<file path="config.mk">
export PLATFORM = sky130hd
export DESIGN_NAME = hazard_ctrl
export DESIGN_NICKNAME = d
export VERILOG_FILES = /design/src/rtl/pipe_pkg.sv /design/src/rtl/hazard_ctrl_sat_counter.sv /design/src/rtl/hazard_ctrl.sv
export SDC_FILE = /design/constraint.sdc
export NUM_CORES = 1
export LEC_CHECK = 0
export CAP_MARGIN = 20
export CORE_MARGIN = 5
export CORE_UTILIZATION = 48
export DETAILED_ROUTE_END_ITERATION = 6
export GPL_TIMING_DRIVEN = 0
export PLACE_DENSITY = 0.8
export RECOVER_POWER = 25
export SYNTH_ARGS = -nofsm -noshare
export SYNTH_HDL_FRONTEND = slang
export SYNTH_SLANG_ARGS = --single-unit
</file>
<file path="constraint.sdc">
create_clock -name clk_i -period 3.2 [get_ports clk_i]
set_input_delay 0.32 -clock clk_i [delete_from_list [all_inputs] [get_ports clk_i]]
set_output_delay 0.32 -clock clk_i [all_outputs]
set_load 0.005 [all_outputs]
</file>
<file path="src/rtl/pipe_pkg.sv">
// Shared pipeline definitions: hazard FSM encoding, register-zero constant, control bundles.
// Pure declarations; no logic and no latency.
// Control bundles are the fixed output patterns for reset, freeze, load-use bubble, branch and idle.
package pipe_pkg;

  typedef enum logic [1:0] {
    HZ_RUN      = 2'b00,
    HZ_MEM_WAIT = 2'b01
  } hz_state_e;

  localparam logic [4:0] REG_ZERO = 5'd0;

  // Bit order matches the port order of hazard_ctrl's control outputs.
  typedef struct packed {
    logic pc_write;
    logic if_id_write;
    logic if_id_flush;
    logic id_ex_flush;
    logic pipe_freeze;
    logic mem_wb_flush;
  } hz_ctrl_t;

  // Reset: hold PC/IF-ID, bubble every flushable register, no freeze.
  localparam hz_ctrl_t CTRL_RESET     = '{1'b0, 1'b0, 1'b1, 1'b1, 1'b0, 1'b1};
  // Memory wait: hold front end and EX/MEM, push a bubble into WB.
  localparam hz_ctrl_t CTRL_FREEZE    = '{1'b0, 1'b0, 1'b0, 1'b0, 1'b1, 1'b1};
  // Load-use: hold PC and IF/ID one cycle, insert a bubble into EX.
  localparam hz_ctrl_t CTRL_LOAD_USE  = '{1'b0, 1'b0, 1'b0, 1'b1, 1'b0, 1'b0};
  // Taken branch: fetch proceeds from the target, the wrong-path fetch becomes a NOP.
  localparam hz_ctrl_t CTRL_BRANCH    = '{1'b1, 1'b1, 1'b1, 1'b0, 1'b0, 1'b0};
  localparam hz_ctrl_t CTRL_IDLE      = '{1'b1, 1'b1, 1'b0, 1'b0, 1'b0, 1'b0};

  // A load in EX whose destination is read by the instruction in ID (r0 never hazards).
  function automatic logic load_use_hazard(input logic       mem_read,
                                           input logic [4:0] ex_rt,
                                           input logic [4:0] id_rs,
                                           input logic [4:0] id_rt);
    return mem_read && (ex_rt != REG_ZERO) && ((ex_rt == id_rs) || (ex_rt == id_rt));
  endfunction

endpackage

</file>
<file path="src/rtl/hazard_ctrl_sat_counter.sv">
// Saturating up-counter with synchronous clear; sticks at all-ones instead of wrapping.
// Count visible one cycle after the increment request.
// No backpressure; clear takes priority over increment.
module sat_counter #(
  parameter int W = 16
) (
  input  logic         clk_i,
  input  logic         clr_i,
  input  logic         inc_i,
  output logic [W-1:0] cnt_o
);

  logic [W-1:0] cnt_q, cnt_d;

  // Next count: clear, else increment unless already saturated.
  always_comb begin
    cnt_d = cnt_q;
    if (clr_i) begin
      cnt_d = '0;
    end else if (inc_i && (cnt_q != '1)) begin
      cnt_d = cnt_q + W'(1);
    end
  end

  // Count register.
  always_ff @(posedge clk_i) begin
    cnt_q <= cnt_d;
  end

  assign cnt_o = cnt_q;

endmodule

</file>
<file path="src/rtl/hazard_ctrl.sv">
// Stall/flush controller beside ID: load-use bubbles, branch flush of IF/ID, data-memory freeze.
// Controls are combinational from state and inputs (zero latency); counters/timeout are registered.
// Freeze beats load-use beats branch; a freeze holds ID/EX and EX/MEM until Mem_ready.
module hazard_ctrl
  import pipe_pkg::*;
#(
  parameter int MEM_TIMEOUT = 16,
  parameter int CNT_W       = 16
) (
  input  logic             clk_i,
  input  logic             rst_i,
  input  logic [4:0]       IF_ID_RegisterRs,
  input  logic [4:0]       IF_ID_RegisterRt,
  input  logic             ID_EX_MemRead,
  input  logic [4:0]       ID_EX_RegisterRt,
  input  logic             Branch_taken,
  input  logic             EX_MEM_MemReq,
  input  logic             Mem_ready,
  output logic             PC_Write,
  output logic             IF_ID_Write,
  output logic             IF_ID_Flush,
  output logic             ID_EX_Flush,
  output logic             Pipe_Freeze,
  output logic             MEM_WB_Flush,
  output logic             mem_timeout_o,
  output logic [CNT_W-1:0] stall_cnt_o,
  output logic [CNT_W-1:0] flush_cnt_o
);

  localparam int WAIT_W = $clog2(MEM_TIMEOUT + 1);
  localparam logic [WAIT_W-1:0] WAIT_MAX = WAIT_W'(MEM_TIMEOUT);

  hz_state_e         state_q, state_d;
  logic [WAIT_W-1:0] wait_cnt_q, wait_cnt_d;
  logic              timeout_q, timeout_d;
  logic              freeze_c, lu_c;
  hz_ctrl_t          ctrl_c;

  assign freeze_c = EX_MEM_MemReq & ~Mem_ready;
  assign lu_c     = load_use_hazard(ID_EX_MemRead, ID_EX_RegisterRt,
                                    IF_ID_RegisterRs, IF_ID_RegisterRt);

  // Control decode in priority order; branch is dropped under a stall since its operands are stale.
  always_comb begin
    ctrl_c = CTRL_IDLE;
    if (rst_i) begin
      ctrl_c = CTRL_RESET;
    end else if (freeze_c) begin
      ctrl_c = CTRL_FREEZE;
    end else if (lu_c) begin
      ctrl_c = CTRL_LOAD_USE;
    end else if (Branch_taken) begin
      ctrl_c = CTRL_BRANCH;
    end
  end

  // Wait FSM: enter on a stalled access, leave the first cycle the access is no longer stalled.
  always_comb begin
    state_d    = state_q;
    wait_cnt_d = wait_cnt_q;
    timeout_d  = timeout_q;
    case (state_q)
      HZ_RUN: begin
        wait_cnt_d = '0;
        if (freeze_c) state_d = HZ_MEM_WAIT;
      end
      HZ_MEM_WAIT: begin
        if (wait_cnt_q != WAIT_MAX) wait_cnt_d = wait_cnt_q + WAIT_W'(1);
        if (wait_cnt_d == WAIT_MAX) timeout_d = 1'b1;
        if (!freeze_c) state_d = HZ_RUN;
      end
      default: begin
        state_d    = HZ_RUN;
        wait_cnt_d = '0;
      end
    endcase
  end

  // FSM, wait counter and sticky timeout registers; reset abandons any wait in progress.
  always_ff @(posedge clk_i) begin
    if (rst_i) begin
      state_q    <= HZ_RUN;
      wait_cnt_q <= '0;
      timeout_q  <= 1'b0;
    end else begin
      state_q    <= state_d;
      wait_cnt_q <= wait_cnt_d;
      timeout_q  <= timeout_d;
    end
  end

  sat_counter #(.W(CNT_W)) u_stall_cnt (
    .clk_i (clk_i),
    .clr_i (rst_i),
    .inc_i (freeze_c | lu_c),
    .cnt_o (stall_cnt_o)
  );

  sat_counter #(.W(CNT_W)) u_flush_cnt (
    .clk_i (clk_i),
    .clr_i (rst_i),
    .inc_i (ctrl_c.if_id_flush),
    .cnt_o (flush_cnt_o)
  );

  assign PC_Write      = ctrl_c.pc_write;
  assign IF_ID_Write   = ctrl_c.if_id_write;
  assign IF_ID_Flush   = ctrl_c.if_id_flush;
  assign ID_EX_Flush   = ctrl_c.id_ex_flush;
  assign Pipe_Freeze   = ctrl_c.pipe_freeze;
  assign MEM_WB_Flush  = ctrl_c.mem_wb_flush;
  assign mem_timeout_o = timeout_q;

endmodule

</file>
### After elaboration in Yosys (flattened, before gate mapping)

Index checks and enable logic that the tools add are counted.

* logic and storage cells: 40
* output and inout bits: 39
* flip-flop bits (word level): 40
* input bits: 21

* mux-type cells: 9
* add/sub/neg operators: 3
* equality and inequality tests: 9
* bitwise logic cells: 4
* reduce and logical (&&, ||, !) cells: 10

Operator list (count)
* 16-bit by 1-bit adder with 16-bit output, second input constant: 2
* 16-bit != test, second input constant: 2
* 6-bit two-way mux: 3
* 5-bit == test: 2
* 5-bit two-way mux: 2
* 5-bit by 1-bit adder with 5-bit output, second input constant: 1
* 5-bit == test, second input constant: 1
* 5-bit != test, second input constant: 1
* 5-bit nonzero test: 1
* 1-bit logical AND: 4
* 2-bit two-way mux: 2
* 4-bit two-way mux: 1
* 2-bit != test, second input constant: 2
* 2-bit one-hot mux with 2 select lines: 1
* 2-bit AND reduction: 2
* 2-bit by 1-bit == test with 1-bit output, second input constant: 1
* 2-bit zero test: 1
* 1-bit inverter: 2
* 2-bit OR reduction: 1
* 1-bit AND: 1
* 1-bit logical OR: 1
* 1-bit bitwise OR: 1

### Longest topological paths before layout

* depth after elaboration: 7
* depth in mapped cells: 8
* mapped depth without buffers: 8

### By module

Synthesis repeated with hierarchy kept, for this count alone.

* cells, all modules: 261
* area, all modules: 2209.6 µm²

By module, submodules not included
* sat_counter: instances 2, area an instance 848.3 µm², cells each 99, seq. area each 320.3 µm²
* hazard_ctrl: instances 1, area an instance 513.0 µm², cells each 63, seq. area each 140.1 µm²

### Least setup slack after synthesis

No wires, ideal clock.

* path type: input-to-reg
* start point: input port ID_EX_RegisterRt[1]
* end point: register u_flush_cnt.cnt_q[3] (netlist: u_flush_cnt.cnt_o[3])
* stages: 6
* path slack: 1259 ps
* data arrival time: 1820 ps
* setup time: 121 ps
* required time: 3079 ps
* path buffers: 1
* path through: or4_4 > o21a_4 > a21oi_4 > buf_6 > nand4_2 > mux2_4

* word-level cells in the longest chain between the ends: 7
* elaborated cells on any way between the ends: 10
* those cells by class: eq/ne (2); mux (3); reduce/logical (5)

Ends and longest elaborated chain
* start: declaration: RTL line hazard_ctrl.sv:15 `input logic [4:0] ID_EX_RegisterRt,`
* 5-bit == test / 5-bit nonzero test (equally long branches): RTL line pipe_pkg.sv:38 `return mem_read && (ex_rt != REG_ZERO) && ((ex_rt == id_rs) || (ex_rt == id_rt));`
* 1-bit logical OR / 1-bit logical AND (equally long branches): RTL line pipe_pkg.sv:38
* 1-bit logical AND (*): RTL line pipe_pkg.sv:38
* 6-bit two-way mux (*): RTL line hazard_ctrl.sv:50 `end else if (lu_c) begin`
* 6-bit two-way mux (*): RTL line hazard_ctrl.sv:48 `end else if (freeze_c) begin`
* 6-bit two-way mux (*): RTL line hazard_ctrl.sv:46 `if (rst_i) begin`
* 1-bit logical AND (*): RTL line hazard_ctrl_sat_counter.sv:20 `end else if (inc_i && (cnt_q != '1)) begin`
* end signal: assignment: RTL line hazard_ctrl_sat_counter.sv:27 `cnt_q <= cnt_d;`
* end: declaration: RTL line hazard_ctrl_sat_counter.sv:13 `logic [W-1:0] cnt_q, cnt_d;`

Every way passes the cells marked *; elsewhere a longest branch is shown, timed or not.
A chain may end at the register's enable or synchronous reset.

### Worst setup path after layout

* start point: input port ID_EX_RegisterRt[1]
* end point: output port PC_Write

* word-level cells in the longest chain between the ends: 6
* elaborated cells on any way between the ends: 9
* those cells by class: eq/ne (2); mux (3); reduce/logical (4)

Ends and longest elaborated chain
* 5-bit == test / 5-bit nonzero test (equally long branches): RTL line pipe_pkg.sv:38
* 1-bit logical OR / 1-bit logical AND (equally long branches): RTL line pipe_pkg.sv:38
* 1-bit logical AND (*): RTL line pipe_pkg.sv:38
* 6-bit two-way mux (*): RTL line hazard_ctrl.sv:50
* 6-bit two-way mux (*): RTL line hazard_ctrl.sv:48
* 6-bit two-way mux (*): RTL line hazard_ctrl.sv:46
* end: declaration: RTL line hazard_ctrl.sv:19 `output logic PC_Write,`

Marked as above.

==> results.yml <==
run_status:
  status: "finished clean"
clock_tree:
  clock_tree.buffer_depth: 2
  clkTransAtPathRegs_ns: 0.08
  cts_buffers: 5
  cts_tree: "done"
  htree_levels: 2
  clock_latency_ns: 0.30
  ctsHoldBuffers: 0
  cts.repair.resized: 0
  root_buffer: "clkbuf_8"
  postCtsSetupRepairBufs: 0
  cts.sinks: 39
routing:
  vias: 2122
  drt_iter0_markers: 61
  drc: 0
  drt-vias-per-instance: 5.67
  dr.pass1.iters: 4
  ant_nets: 0
  wl_per_cell_microns: 14.6
  drt-total-wl_mm: 5.47
worst_setup_path:
  r2r_cells: 6
  arrival_ns: 2.70
  r2r-end: "u_flush_cnt.cnt_o[6]"
  r2r-start: "u_flush_cnt.cnt_o[7]"
  r2r_slack_ns: 1.04
  required_ns: 2.88
  critPathLaunchType: "input port"
  crit_fanout: 7
  end_kind: "primary output"
  path_class: "in -> out"
floorplan:
  ios: 60
  die_x_microns: 77.1
  die_area_sq_um: 5940
  die_y_microns: 77.1
  num_rows: 24
  start_util: 0.496
  core-area_sq_um: 4350
power_and_ir_drop:
  p_sw_frac: 0.260
  ir_worst_vdd_uv: 184
  cellLeakagePower_nw: 0.976
  p_sw_uw: 249
  seq_power_share: 0.520
  power_density_nw_per_um2: 329
  internal_power_uw: 708
  pwr-share-comb: 0.129
  clkPwrFrac: 0.351
min_path:
  hp-class: "reg -> reg"
  holdCritStartpoint: "mem_timeout_o"
  whs_path_depth: 2
  holdPathEnd: "mem_timeout_o"
layout:
  area_growth_syn_to_layout_pct: 34.5
  fill_cells: 367
  nets: 346
  antenna_cells: 0
  layout-drive-gt1-share: 0.0683
sta:
  slew_viol_final: 0
  rsz0062_at_grt: "no"
  worstMarginPinSlew_ns: 0.554
  period_share: 0.945
  fmax_ghz: 0.331
  hold_viol: 0
  fin_ws_ns: 0.176
  worst_slew_margin_rel: 0.627
  fin_setup_tns_ns: 0
  period_minus_slack_ns: 3.02
  finalSetupViolCount: 0
  clock_skew_ns: 0.00397
place:
  io_buffer_count: 59
  post-dp-hpwl_mm: 4.05
  place.gp.congestion: 0.793
  pre_cts_ws_ns: 0.171
synth:
  synth_fp_nets: 280
  seq_area_frac_synth: 0.362
  synth_cell_types: 50
  synth.avg_cell_area_sq_um: 8.47
  synthFlopType: "dfxtp_1"
  synth_edf_count: 0
  synth_cells: 255
  syn_area_sq_um: 2160
  synth-seq-cells: 39
  synth_async_sr_flop_share: 0
  yosysWarnings: 0
global_route:
  first_global_vias: 2029
  grt_max_degree: 14
  track_usage: 0.190
  grt-ovfl-total: 0
  antenna_found_initial: 0
  grt_pass1_wl_mm: 9.32
flow_run:
  maxCapViolCount: 0
synthesized netlist by cell type, drive strengths merged (7+ instances only):
master  instances  share of area
a21oi          25          0.068
or3            10          0.029
or4             8          0.030
xnor2          12          0.049
nor3            8          0.019
o21ai          14          0.038
nand4           7          0.023
nand2          12          0.021
dfxtp          39           0.36
nand3          15          0.035
nor2           27          0.048
o31ai           8          0.028
state kept, by name, summed over array words and instances (netlist names):
signal and flops:
u_flush_cnt.cnt_o 16, u_stall_cnt.cnt_o 16, wait_cnt_q 5, mem_timeout_o 1, state_q 1
cell usage in the layout, fill, tap and decap left out, types with 3 or more instances in the layout:
master	instances
xnor2_1	12
inv_1	6
a311oi_1	4
a21oi_2	3
a21oi_1	21
dlygate4sd3_1	15
nand2b_1	5
clkbuf_8	5
nand2_1	12
nor2b_1	4
clkbuf_1	5
and3_1	4
or4_1	7
nor3_1	8
nor2_1	26
dfxtp_1	39
clkdlybuf4s50_1	44
o31ai_1	8
nand4_1	6
ha_1	4
o21ai_0	11
and4_1	3
xor2_1	6
nand3_1	15
or3_1	10
per-stage QoR:
stage	utilization	total power, mW	std cells	hold slack (ns)	area [sq um]
floorplan	-	0.570	255	0.465	2160
global placement	0.647	0.633	366	0.459	2820
detailed placement	0.647	0.635	366	0.472	2820
CTS	0.667	0.973	374	0.496	2900
global route	0.667	1.01	374	0.507	2900
finish	0.667	0.957	374	0.484	2900
metal layers:
metal	track usage	routed length [microns]	part of all wire
met1	0.231	2490	0.45
met2	0.319	2610	0.48
met3	0.0492	272	0.050
met4	0.0739	98	0.018
met5	0	0	0
worst max-delay path by stage:
stage | from | to | slack [ns]
floorplan | ID_EX_RegisterRt[1] | u_flush_cnt.cnt_o[3] | 1.26
global placement | ID_EX_RegisterRt[1] | PC_Write | 0.19
detailed placement | ID_EX_RegisterRt[1] | PC_Write | 0.17
CTS | ID_EX_RegisterRt[1] | PC_Write | 0.17
global route | ID_EX_RegisterRt[1] | PC_Write | 0.08
finish | ID_EX_RegisterRt[1] | PC_Write | 0.18
power groups by stage:
stage / sequential (mW) / combinational [mW] / clock, mW
6_report: 0.497 / 0.124 / 0.336
5_1_grt: 0.499 / 0.135 / 0.374
4_1_cts: 0.497 / 0.126 / 0.350
3_5_place_dp: 0.509 / 0.126 / 0
3_3_place_gp: 0.509 / 0.124 / 0
2_1_floorplan: 0.508 / 0.0617 / 0
area by class of cell:
type	instances	area, sq um	share of cell area
plain buffers	8	41.3	0.0142
repair buffers	59	591	0.203
well taps	52	65.1	0.0224
flip-flops and latches	39	781	0.269
clock buffers	5	68.8	0.0237
clock inverters	3	20.0	0.00689
inverters	6	22.5	0.00776
multi-input cells	202	1320	0.453
worst max-delay path, cell delays in order:
cell and delay [ns]:
clkdlybuf4s50_1 0.47, or4_4 0.59, o21ai_4 0.26, nor2_2 0.12
nor3_1 0.28, buf_4 0.16, clkdlybuf4s50_1 0.50
cell families (layout without fill, tap and decap cells):
family,Yosys count,after routing,synth area share
adders and majority gates,4,4,0.0232
buffers and inverters,14,81,0.0295
xor gates and xnor gates,18,18,0.0730
AOI/OAI and AO/OA,64,64,0.206
muxes,5,5,0.0266
DFF,39,39,0.362
and+or+nand+nor,111,111,0.280
Note: power is estimated with default switching activity, not from simulation.
